## config.mk

```make
export PLATFORM = sky130hd
export DESIGN_NAME = ram_wbuffer_pack
export DESIGN_NICKNAME = d
export VERILOG_FILES = /design/src/rtl/ram_wbuffer_pack.sv
export SDC_FILE = /design/constraint.sdc
export NUM_CORES = 1
export LEC_CHECK = 0
export CAP_MARGIN = 10
export CORE_ASPECT_RATIO = 0.6
export CORE_MARGIN = 8
export CORE_UTILIZATION = 55
export CTS_CLUSTER_SIZE = 28
export DETAILED_ROUTE_END_ITERATION = 8
export PLACE_DENSITY = 0.79
export SLEW_MARGIN = 30
export SYNTH_ARGS = -nofsm -noshare
export SYNTH_HDL_FRONTEND = slang
export SYNTH_SLANG_ARGS = --single-unit
```

## constraint.sdc

```tcl
create_clock -name clk -period 3.4 [get_ports clk]
set_clock_uncertainty 0.1 [all_clocks]
set_input_delay 0.34 -clock clk [delete_from_list [all_inputs] [get_ports clk]]
set_output_delay 0.34 -clock clk [all_outputs]
set_load 0.03 [all_outputs]
```

## src/rtl/ram_wbuffer_pack.sv

```systemverilog
// ram_wbuffer_pack
// Packs a byte stream into RAM lines through two ping-pong entries. One entry
// fills from the byte stream while the other holds its strobed write request
// until the RAM arbiter grants it. Lines leave in the order their descriptors
// were accepted.
//
// entry state | meaning
// ------------+----------------------------------------------------------
// ST_IDLE     | free; may accept a line descriptor when it is the fill entry
// ST_FILL     | collecting bytes, one lane per handshake, start -> end
// ST_WAIT_WR  | line complete; drives ram_wr_* when it is the write entry
module ram_wbuffer_pack #(
  parameter int RAM_WIDTH = 128,
  parameter int RAM_DEPTH = 256,
  parameter int ENT_NUM   = 2
) (
  input  logic                             clk,
  input  logic                             rst_n,
  input  logic                             cfg_vld,
  output logic                             cfg_rdy,
  input  logic [$clog2(RAM_DEPTH)-1:0]     cfg_addr,
  input  logic [$clog2(RAM_WIDTH/8)-1:0]   cfg_start_byte,
  input  logic [$clog2(RAM_WIDTH/8)-1:0]   cfg_end_byte,
  input  logic                             in_vld,
  input  logic [7:0]                       in_data,
  output logic                             in_rdy,
  output logic                             ram_wr_req,
  output logic [$clog2(RAM_DEPTH)-1:0]     ram_wr_addr,
  output logic [RAM_WIDTH-1:0]             ram_wr_data,
  output logic [RAM_WIDTH/8-1:0]           ram_wr_strb,
  input  logic                             ram_wr_gnt,
  output logic                             line_done,
  output logic                             busy
);

  localparam int LANES = RAM_WIDTH / 8;
  localparam int LW    = $clog2(LANES);
  localparam int AW    = $clog2(RAM_DEPTH);

  typedef enum logic [1:0] {
    ST_IDLE    = 2'd0,
    ST_FILL    = 2'd1,
    ST_WAIT_WR = 2'd2
  } ent_state_t;

  // Per-entry registers; the pointers are one bit because there are exactly two entries.
  ent_state_t           r_state [ENT_NUM];
  logic [AW-1:0]        r_addr  [ENT_NUM];
  logic [LW-1:0]        r_start [ENT_NUM];
  logic [LW-1:0]        r_end   [ENT_NUM];
  logic [LW-1:0]        r_cur   [ENT_NUM];
  logic [RAM_WIDTH-1:0] r_data  [ENT_NUM];
  logic [LANES-1:0]     r_strb  [ENT_NUM];
  logic                 r_fill_ptr;
  logic                 r_wr_ptr;

  logic                 w_cfg_acc;
  logic                 w_in_acc;
  logic                 w_wr_acc;
  logic                 w_last_byte;
  logic                 w_descend;
  logic [LW-1:0]        w_next_cur;
  logic                 w_busy;

  // Handshakes are qualified only by the state of the entry each pointer selects.
  assign cfg_rdy     = (r_state[r_fill_ptr] == ST_IDLE);
  assign in_rdy      = (r_state[r_fill_ptr] == ST_FILL);
  assign ram_wr_req  = (r_state[r_wr_ptr] == ST_WAIT_WR);

  assign w_cfg_acc   = cfg_vld & cfg_rdy;
  assign w_in_acc    = in_vld & in_rdy;
  assign w_wr_acc    = ram_wr_req & ram_wr_gnt;

  // Direction is fixed per line by the descriptor; cur never steps past end,
  // so the 4-bit lane counter cannot wrap.
  assign w_last_byte = (r_cur[r_fill_ptr] == r_end[r_fill_ptr]);
  assign w_descend   = (r_start[r_fill_ptr] > r_end[r_fill_ptr]);
  assign w_next_cur  = w_descend ? (r_cur[r_fill_ptr] - LW'(1))
                                 : (r_cur[r_fill_ptr] + LW'(1));

  // Write port is driven straight from the selected entry so it stays stable while stalled.
  assign ram_wr_addr = r_addr[r_wr_ptr];
  assign ram_wr_data = r_data[r_wr_ptr];
  assign ram_wr_strb = r_strb[r_wr_ptr];
  assign line_done   = w_wr_acc;
  assign busy        = w_busy;

  // Busy whenever any entry holds a descriptor.
  always_comb begin
    w_busy = 1'b0;
    for (int e = 0; e < ENT_NUM; e++) begin
      if (r_state[e] != ST_IDLE) w_busy = 1'b1;
    end
  end

  // Entry state machines, descriptors, lane counters and the two ping-pong pointers.
  always_ff @(posedge clk or negedge rst_n) begin
    if (!rst_n) begin
      for (int e = 0; e < ENT_NUM; e++) begin
        r_state[e] <= ST_IDLE;
        r_addr[e]  <= '0;
        r_start[e] <= '0;
        r_end[e]   <= '0;
        r_cur[e]   <= '0;
      end
      r_fill_ptr <= 1'b0;
      r_wr_ptr   <= 1'b0;
    end else begin
      // cfg and byte acceptance need different states of the same entry, so at
      // most one of them fires; a grant always targets a WAIT_WR entry, which
      // can never be the one being configured or filled.
      if (w_cfg_acc) begin
        r_state[r_fill_ptr] <= ST_FILL;
        r_addr[r_fill_ptr]  <= cfg_addr;
        r_start[r_fill_ptr] <= cfg_start_byte;
        r_end[r_fill_ptr]   <= cfg_end_byte;
        r_cur[r_fill_ptr]   <= cfg_start_byte;
      end
      if (w_in_acc) begin
        if (w_last_byte) begin
          r_state[r_fill_ptr] <= ST_WAIT_WR;
          r_fill_ptr          <= ~r_fill_ptr;
        end else begin
          r_cur[r_fill_ptr]   <= w_next_cur;
        end
      end
      if (w_wr_acc) begin
        r_state[r_wr_ptr] <= ST_IDLE;
        r_wr_ptr          <= ~r_wr_ptr;
      end
    end
  end

  // Line data and strobes: cleared on descriptor accept, one lane set per accepted byte.
  always_ff @(posedge clk or negedge rst_n) begin
    if (!rst_n) begin
      for (int e = 0; e < ENT_NUM; e++) begin
        r_data[e] <= '0;
        r_strb[e] <= '0;
      end
    end else begin
      if (w_cfg_acc) begin
        r_data[r_fill_ptr] <= '0;
        r_strb[r_fill_ptr] <= '0;
      end
      if (w_in_acc) begin
        for (int l = 0; l < LANES; l++) begin
          if (r_cur[r_fill_ptr] == LW'(l)) begin
            r_data[r_fill_ptr][8*l +: 8] <= in_data;
            r_strb[r_fill_ptr][l]        <= 1'b1;
          end
        end
      end
    end
  end

endmodule

```

# Word-level counts from Yosys, hierarchy flattened
# Cells that the tools add are included.
# W data, S select, Z words.
[word_totals] register_bits=334 latch_bits=0 mem_bits_rw=0 romBits=0 inputBits=29 output_inout_bits=157 elab_cells=280 n_memories=0
[op_classes] n_addsub=2 mul=0 div_mod_pow=0 order_cmp=5 n_eq_ne=18 shifts=0 muxes=197 bitwise=35 n_reduce_logical=7
[ops] cell="$mux W256" count=33
[ops] cell="$bwmux W256" count=16
[ops] cell="$demux W128 S1" count=17
[ops] cell="$mux W32" count=34
[ops] cell="$mux W128" count=5
[ops] cell="$or A32 B32 Y32" count=16
[ops] cell="$demux W16 S1" count=17
[ops] cell="$and A256 B256 Y256" count=1
[ops] cell="$not A256 Y256" count=1
[ops] cell="$mux W120" count=1
[ops] cell="$mux W112" count=1
[ops] cell="$mux W104" count=1
[ops] cell="$mux W16" count=6
[ops] cell="$mux W96" count=1
[ops] cell="$mux W88" count=1
[ops] cell="$mux W80" count=1
[ops] cell="$mux W72" count=1
[ops] cell="$mux W8" count=9
[ops] cell="$mux W4" count=16
[ops] cell="$mux W64" count=1
[ops] cell="$mux W56" count=1
[ops] cell="$mux W48" count=1
[ops] cell="$mux W40" count=1
[ops] cell="$and A32 B32 Y32" count=1
[ops] cell="45 further kinds" count=81

# Longest topological paths before layout
# Gate-level depths: netlist of the first run.
[depth] word_depth=56 mapped_depth=12

# Worst setup path after synthesis of the first run
# No wires, ideal clock.
[synth_timing] path_type="reg2reg" start="register r_fill_ptr" end="register r_cur[3] (netlist bit)" arrival_ns=2.926 setup_slack_ns=0.251 path_stages_with_launch=12 path_buffers=4 path_cell_list="dfrtp_1 > buf_2 > buf_2 > buf_2 > clkbuf_1 > mux2_2 > ha_1 > and4_1 > a21oi_1 > mux2i_1 > o21ai_0 > o21bai_1"
[synth_between] elab_chain_len=10 word_cells_on_any_way=32 classes_between="2 x add/sub; 3 x order compare; 2 x eq/ne; 20 x mux; 3 x bitwise; 2 x reduce/logical"
[synth_lines] item="from (decl)" line_no="54" text="logic r_fill_ptr;"
[synth_lines] item="from (signal assigned)" line_no="122" text="r_fill_ptr <= ~r_fill_ptr;"
[synth_lines] item="$not A1 Y2 (not written as such) (*)"
[synth_lines] item="parallel branches: the longest is 8 deep, another holds $add A4 B1 Y4"
[synth_lines] item="$mux W8 (*)" line_no="119" text="if (w_in_acc) begin"
[synth_lines] item="to (signal, indexed assignment)" line_no="117" text="r_cur[r_fill_ptr] <= cfg_start_byte;"
[synth_lines] item="to (signal, indexed assignment)" line_no="124" text="r_cur[r_fill_ptr] <= w_next_cur;"
[synth_lines] item="to (decl)" line_no="51" text="logic [LW-1:0] r_cur [ENT_NUM];"
# Mark *: on every way between the ends. The select of a mux whose other input is x is not followed.
# A chain may end at the register's enable or synchronous reset.

# Final worst setup path of the first run
[layout_timing] start="register r_wr_ptr" end="output ram_wr_data[99]"
[layout_between] elab_chain_len=4
[layout_lines] item="from (decl)" line_no="55" text="logic r_wr_ptr;"
[layout_lines] item="from (signal assigned)" line_no="129" text="r_wr_ptr <= ~r_wr_ptr;"
[layout_lines] item="$not A1 Y2 (not written as such)" line_no="83" text="assign ram_wr_data = r_data[r_wr_ptr];"
[layout_lines] item="$mux W128 (not written as such) (3 in a row)" line_no="83"
[layout_lines] item="to (decl)" line_no="29" text="output logic [RAM_WIDTH-1:0] ram_wr_data,"
# No other way between the ends. The select of a mux whose other input is x is not followed.

==> impl_metrics.env, run 1 <==
export IMPL_firstDrtPassIters=5
export IMPL_worstSetupPathType="reg2out"
export IMPL_drcViolationCount=0
export IMPL_antenna_found_initial=0
export IMPL_leakagePower_nw=8.643
export IMPL_die_h_um=145.8
export IMPL_yosys_area_share_simple=0.1778
export IMPL_io_buffers=185
export IMPL_synthCells=1660
export IMPL_grt_overflow=0
export IMPL_ys_top_cells_by_count="627 x nand2_1, 334 x dfrtp_1, 259 x o21ai_0"
export IMPL_powerDensity_nw_per_um2=957.8
export IMPL_holdBufCountCts=1
export IMPL_hpwl_um=27240
export IMPL_status="completed"
export IMPL_relSlewSlack=0.4043
export IMPL_netlist_area_leader_share=0.5411
export IMPL_p_int_mw=10.91
export IMPL_avgSynthCellArea_sq_um=9.306
export IMPL_synth_xor_area_frac=0.005670
export IMPL_die_x_um=232.4
export IMPL_wl_um=42540
export IMPL_nNetsFinal=1852
export IMPL_hp_start="cfg_addr[1]"
export IMPL_hold_viol_final=0
export IMPL_routedWlPerCell_um=19.29
export IMPL_holdPathEnd="r_addr[9]"
export IMPL_fmax_ghz=0.3112
export IMPL_fin_crit_sh=0.9450
export IMPL_slew_viol_final=0
export IMPL_gp_congestion=0.8951
export IMPL_synth_compound_area_frac=0.1111
export IMPL_ys_seq_area_frac=0.5411
export IMPL_clkTransAtPathRegs_ns=0.06
export IMPL_syn_num_nets=1698
export IMPL_critPathTopFamily="buffers and inverters"
export IMPL_synth_warnings=0
export IMPL_grt_max_degree=104
export IMPL_grt_pass1_vias=12570
export IMPL_setup_viol=0
export IMPL_ios=186
export IMPL_num_vias=12460
export IMPL_switching_share=0.3932
export IMPL_syn2layout_area_growth_pct=21.56
export IMPL_drive_gt1_frac=0.1545
export IMPL_cpMaxStageDelayCell="dfrtp_4"
export IMPL_start_util=0.5601
export IMPL_hold_path_class="in2reg"
export IMPL_pwr_share_clk=0.200
export IMPL_reg2reg_from="r_fill_ptr"
export IMPL_tns_ns=0
export IMPL_synthFlopType="dfrtp_1"
export IMPL_worstMarginPinSlew_ns=0.8936
export IMPL_core_sq_um=27580
export IMPL_power_frac_seq=0.358
export IMPL_yosys_area_top_type="dfrtp_1"
export IMPL_synth_top_family_by_area="simple AND/OR/NAND/NOR gates"
export IMPL_post_cts_buffers=0
export IMPL_synthTopCellsByArea="dfrtp_1 54%, nand2_1 15%, mux2_2 11%"
export IMPL_viasPerCell=5.649
export IMPL_synth_most_common_cell="nand2_1"
export IMPL_h_tree_depth=1
export IMPL_cp_max_fo=40
export IMPL_cts_tree="yes"
export IMPL_synth_edf_count=0
export IMPL_rsz0062_at_grt="false"
export IMPL_diodes=0
export IMPL_cts_buffers=31
export IMPL_dieArea_sq_um=33880
export IMPL_vdd_drop_max_uv=654.0
export IMPL_worst_hold_slack_ns=0.2475
export IMPL_clock_path_buffers=3
export IMPL_cp_start_kind="flop"
export IMPL_async_flop_share=1.000
export IMPL_synthAdderAreaFrac=0.007290
export IMPL_clock_sinks=334
export IMPL_rows=47
export IMPL_crit_required_ns=2.96
export IMPL_track_usage=0.2494
export IMPL_maxCapViolCount=0
export IMPL_insertion_delay_ns=0.56
export IMPL_switching_power_mw=7.072
export IMPL_root_buffer="clkbuf_16"
export IMPL_comb_power_share=0.443
export IMPL_syn_area_sq_um=15450
export IMPL_end_kind="output port"
export IMPL_critPathArrivalTime_ns=2.77
export IMPL_crit_buf_inv=2
export IMPL_critPathMaxStageDelay_ns=0.87
export IMPL_synth_mux_area_frac=0.1203
export IMPL_crit_path_cell_trace="buf_12 > mux2_2 > clkdlybuf4s50_1"
export IMPL_ant_nets=0
export IMPL_reg2reg_depth=6
export IMPL_cts_resized=0
export IMPL_drtIter0Drc=1097
export IMPL_holdPathStages=3
export IMPL_synth_seq_cells=334
export IMPL_grt_pass1_wl_um=69230
export IMPL_synth_distinct_cells=43
export IMPL_ff2ff_setup_slack_ns=0.46
export IMPL_period_needed_ns=3.213
export IMPL_fill_cells=2090
[stage by stage]
step / util / cell area, sq um / total power [mW] / std cells / worst slack [ns]
floorplan: - / 15450 / 11.33 / 1660 / 0.2505
global placement: 0.6422 / 17710 / 14.12 / 2147 / 0.7204
detailed placement: 0.6422 / 17710 / 14.39 / 2147 / 0.5192
CTS: 0.6809 / 18780 / 18.06 / 2205 / 0.1526
global route: 0.6809 / 18780 / 18.97 / 2205 / 0.09298
finish: 0.6809 / 18780 / 17.99 / 2205 / 0.1871
[area by class of cell]
class | count | area, sq um | share of cell area
repair buffers | 239 | 2337 | 0.1245
clock buffers | 49 | 963.4 | 0.05131
flip-flops and latches | 334 | 8362 | 0.4453
well taps | 367 | 459.2 | 0.02445
multi-input cells | 1200 | 6534 | 0.3479
clock inverters | 8 | 92.59 | 0.004931
inverters | 8 | 30.03 | 0.001599
[worst max-delay path by stage]
stage          cells after the start  slack, ns       start         endpoint
2_1_floorplan                     11       0.25  r_fill_ptr         r_cur[3]
3_3_place_gp                       6       0.72  r_fill_ptr             flop
3_5_place_dp                       6       0.52  r_fill_ptr             flop
4_1_cts                            3       0.15    r_wr_ptr  ram_wr_data[88]
5_1_grt                            3       0.09    r_wr_ptr  ram_wr_data[99]
6_report                           3       0.19    r_wr_ptr  ram_wr_data[99]
[placed cells by master, fill, tap and decap left out, drive strengths merged, types with 2 or more instances in the layout]
master,netlist,final
xnor2,6,6
and3b,2,2
inv,8,8
dfrtp,334,334
bufinv,0,2
mux2i,9,9
nand3,3,3
a31oi,3,3
a32o,3,3
and3,4,4
clkdlybuf4s50,0,176
ha,9,9
buf,65,62
a21oi,6,6
a21boi,2,2
o211ai,2,2
nor3,5,5
mux2,157,157
nor2b,3,3
xor2,4,4
nor2,38,38
a21o,32,32
o21bai,2,2
clkbuf,53,49
o21ai,263,263
nand3b,2,2
nand2,627,627
clkinv,0,5
nand2b,7,7
[power by group through the flow]
stage,clock (mW),sequential [mW],combinational [mW]
2_1_floorplan,0,6.04,5.30
3_3_place_gp,0,6.37,7.75
3_5_place_dp,0,6.45,7.94
4_1_cts,3.64,6.41,8.01
5_1_grt,3.82,6.60,8.54
6_report,3.59,6.43,7.96
[worst min-delay path: stages]
cell,delay [ns]
clkdlybuf4s50_1,0.42
nand2_1,0.06
nand2_1,0.04
[logic make-up (layout without fill, tap and decap cells)]
kind of cell / Yosys count / in the layout
xor+xnor: 10 / 10
flops: 334 / 334
fa+ha+maj: 9 / 9
buf+inv: 126 / 304
mux: 166 / 166
compound gates: 316 / 316
simple gates: 699 / 699
[per-layer routing]
layer / track usage / share of wire / up-vias
li1: - / - / 5772
met1: 0.3584 / 0.45 / 6196
met2: 0.3872 / 0.46 / 435
met4: 0.05366 / 0.016 / 0
met3: 0.05004 / 0.074 / 53
met5: 0 / 0 / -
Power figures use the tool's default switching activity.
==> inputs of run 2 (changes only) <==
--- a/config.mk
+++ b/config.mk
@@ -7,7 +7,6 @@
 export LEC_CHECK = 0
 export CAP_MARGIN = 10
 export CORE_ASPECT_RATIO = 0.6
-export CORE_MARGIN = 8
 export CORE_UTILIZATION = 55
 export CTS_CLUSTER_SIZE = 28
 export DETAILED_ROUTE_END_ITERATION = 8
==> run 2 against run 1 <==
Via count shrank 0.75%. Routed wire length shrank 3.0%. Setup slack gained 0.21 ns. Final cell count shrank 0.36%. Utilization grew 0.12 points. First-iteration DRC count grew 21%. Flip-flop and latch count is the same. Largest power group unchanged. Sequential power shrank 2%. Count of clock-buffer cells in the layout shrank 7. Register-to-register slack gained 0.04 ns. Power grew 0.67%. Non-clock buffer count shrank 8.
==> impl_metrics.env, run 2 (synthesis results as in run 1) <==
export IMPL_status="completed"
export IMPL_crit_path_cell_trace="buf_12 > mux2_2 > clkdlybuf4s50_1"
export IMPL_grt_pass1_vias=12210
export IMPL_cts_buffers=31
export IMPL_fill_cells=2114
export IMPL_critPathTopFamily="buffers and inverters"
export IMPL_hpwl_um=25290
export IMPL_vdd_drop_max_uv=648.7
export IMPL_switching_share=0.3912
export IMPL_hold_path_class="in2reg"
export IMPL_cpMaxStageDelayCell="clkdlybuf4s50_1"
export IMPL_clock_sinks=334
export IMPL_crit_buf_inv=2
export IMPL_slew_viol_final=0
export IMPL_switching_power_mw=7.083
export IMPL_hold_viol_final=0
export IMPL_tns_ns=0
export IMPL_power_frac_seq=0.350
export IMPL_core_sq_um=27580
export IMPL_cts_tree="yes"
export IMPL_critPathArrivalTime_ns=2.56
export IMPL_maxCapViolCount=0
export IMPL_worstMarginPinSlew_ns=0.8888
export IMPL_antenna_found_initial=0
export IMPL_comb_power_share=0.440
export IMPL_root_buffer="clkbuf_16"
export IMPL_gp_congestion=0.9076
export IMPL_fin_crit_sh=0.8833
export IMPL_die_x_um=218.4
export IMPL_wl_um=41280
export IMPL_final_common_cell="nand2_1"
export IMPL_fin_util=0.6820
export IMPL_fmax_ghz=0.3330
export IMPL_firstDrtPassIters=5
export IMPL_setup_viol=0
export IMPL_grt_pass1_wl_um=66500
export IMPL_rows=47
export IMPL_io_buffers=185
export IMPL_nNetsFinal=1844
export IMPL_critPathMaxStageDelay_ns=0.61
export IMPL_grt_overflow=0
export IMPL_rsz0062_at_grt="false"
export IMPL_clkTransAtPathRegs_ns=0.07
export IMPL_cp_start_kind="flop"
export IMPL_diodes=0
export IMPL_viasPerCell=5.627
export IMPL_p_int_mw=11.02
export IMPL_drive_gt1_frac=0.1503
export IMPL_worst_hold_slack_ns=0.2407
export IMPL_worstSetupPathType="reg2out"
export IMPL_cp_max_fo=80
export IMPL_num_vias=12360
export IMPL_powerDensity_nw_per_um2=962.6
export IMPL_relSlewSlack=0.4075
export IMPL_cts_resized=0
export IMPL_end_kind="output port"
export IMPL_routedWlPerCell_um=18.79
export IMPL_start_util=0.5601
export IMPL_ios=186
export IMPL_period_needed_ns=3.003
export IMPL_die_h_um=131.8
export IMPL_multi_input_area_sq_um=6534
export IMPL_track_usage=0.2916
export IMPL_crit_required_ns=2.96
export IMPL_pwr_share_clk=0.210
export IMPL_drtIter0Drc=1331
export IMPL_syn2layout_area_growth_pct=21.77
export IMPL_regArea_sq_um=8362
export IMPL_drcViolationCount=0
export IMPL_final_cell_mix="627 x nand2_1, 333 x dfrtp_1, 259 x o21ai_0"
export IMPL_leakagePower_nw=8.632
export IMPL_insertion_delay_ns=0.56
export IMPL_h_tree_depth=1
export IMPL_dieArea_sq_um=28780
export IMPL_ant_nets=0
export IMPL_clock_path_buffers=3
export IMPL_grt_max_degree=95
-- run 2: worst reg2reg max path, delay by kind of cell, from the launching register on --
family | cells | cell delay [ns]
fa+ha+maj | 1 | 0.27
buf+inv | 1 | 0.28
compound gates | 1 | 0.21
flops | 1 | 0.60
mux | 1 | 0.52
simple gates | 2 | 0.76
-- run 2: power groups by stage --
| stage | Sequential, mW | Clock [mW] | Combinational (mW) |
|---|---|---|---|
| final | 6.33 | 3.80 | 7.97 |
| after global routing | 6.49 | 3.99 | 8.56 |
| after CTS | 6.30 | 3.85 | 7.99 |
| after detailed placement | 6.34 | 0 | 7.93 |
| after global placement | 6.25 | 0 | 7.76 |
| after floorplan | 6.04 | 0 | 5.30 |
-- run 2: through the flow --
| step | setup WS, ns | instance area, sq um | std cells | total power, mW |
|---|---|---|---|---|
| 5_1_grt | 0.3541 | 18810 | 2197 | 19.04 |
| 6_report | 0.3967 | 18810 | 2197 | 18.11 |
| 2_1_floorplan | 0.2505 | 15450 | 1660 | 11.33 |
| 3_5_place_dp | 0.6073 | 17680 | 2139 | 14.27 |
| 3_3_place_gp | 0.8197 | 17680 | 2139 | 14.02 |
| 4_1_cts | 0.3954 | 18810 | 2197 | 18.14 |
-- run 2: layer usage --
layer  up-vias  global-route usage  share of wire
met1      6133              0.4465           0.46
met3        49             0.05052          0.071
met4         0             0.05400          0.016
met2       441              0.4395           0.45
li1       5739                   -              -
met5         -                   0              0
-- run 2: cell type report --
| cell class | instances | area share |
|---|---|---|
| Sequential cell | 334 | 0.4445 |
| Timing Repair Buffer | 231 | 0.1228 |
| Clock buffer | 42 | 0.04769 |
| Clock inverter | 15 | 0.01164 |
| Tap cell | 367 | 0.02441 |
| Inverter | 8 | 0.001596 |
| Multi-Input combinational cell | 1200 | 0.3473 |
-- run 2: path summary, 6_finish.rpt --
check / start / end / slack [ns] / cells after the start
min in group asynchronous: rst_n / r_addr[0] / 0.29 / 2
setup reg to reg: r_fill_ptr / flop / 0.50 / 6
hold / removal: cfg_addr[0] / r_addr[0] / 0.24 / 3
hold reg to reg: r_addr[0] / r_addr[0] / 0.37 / 2
max in group asynchronous: rst_n / async pin / 2.02 / 3
setup / recovery: r_wr_ptr / ram_wr_data[52] / 0.40 / 3
-- run 2: what timing repair did --
action,in CTS,in global routing
hold buffers,1,0
buffers inserted,0,0
endpoints found under the hold margin,90,0
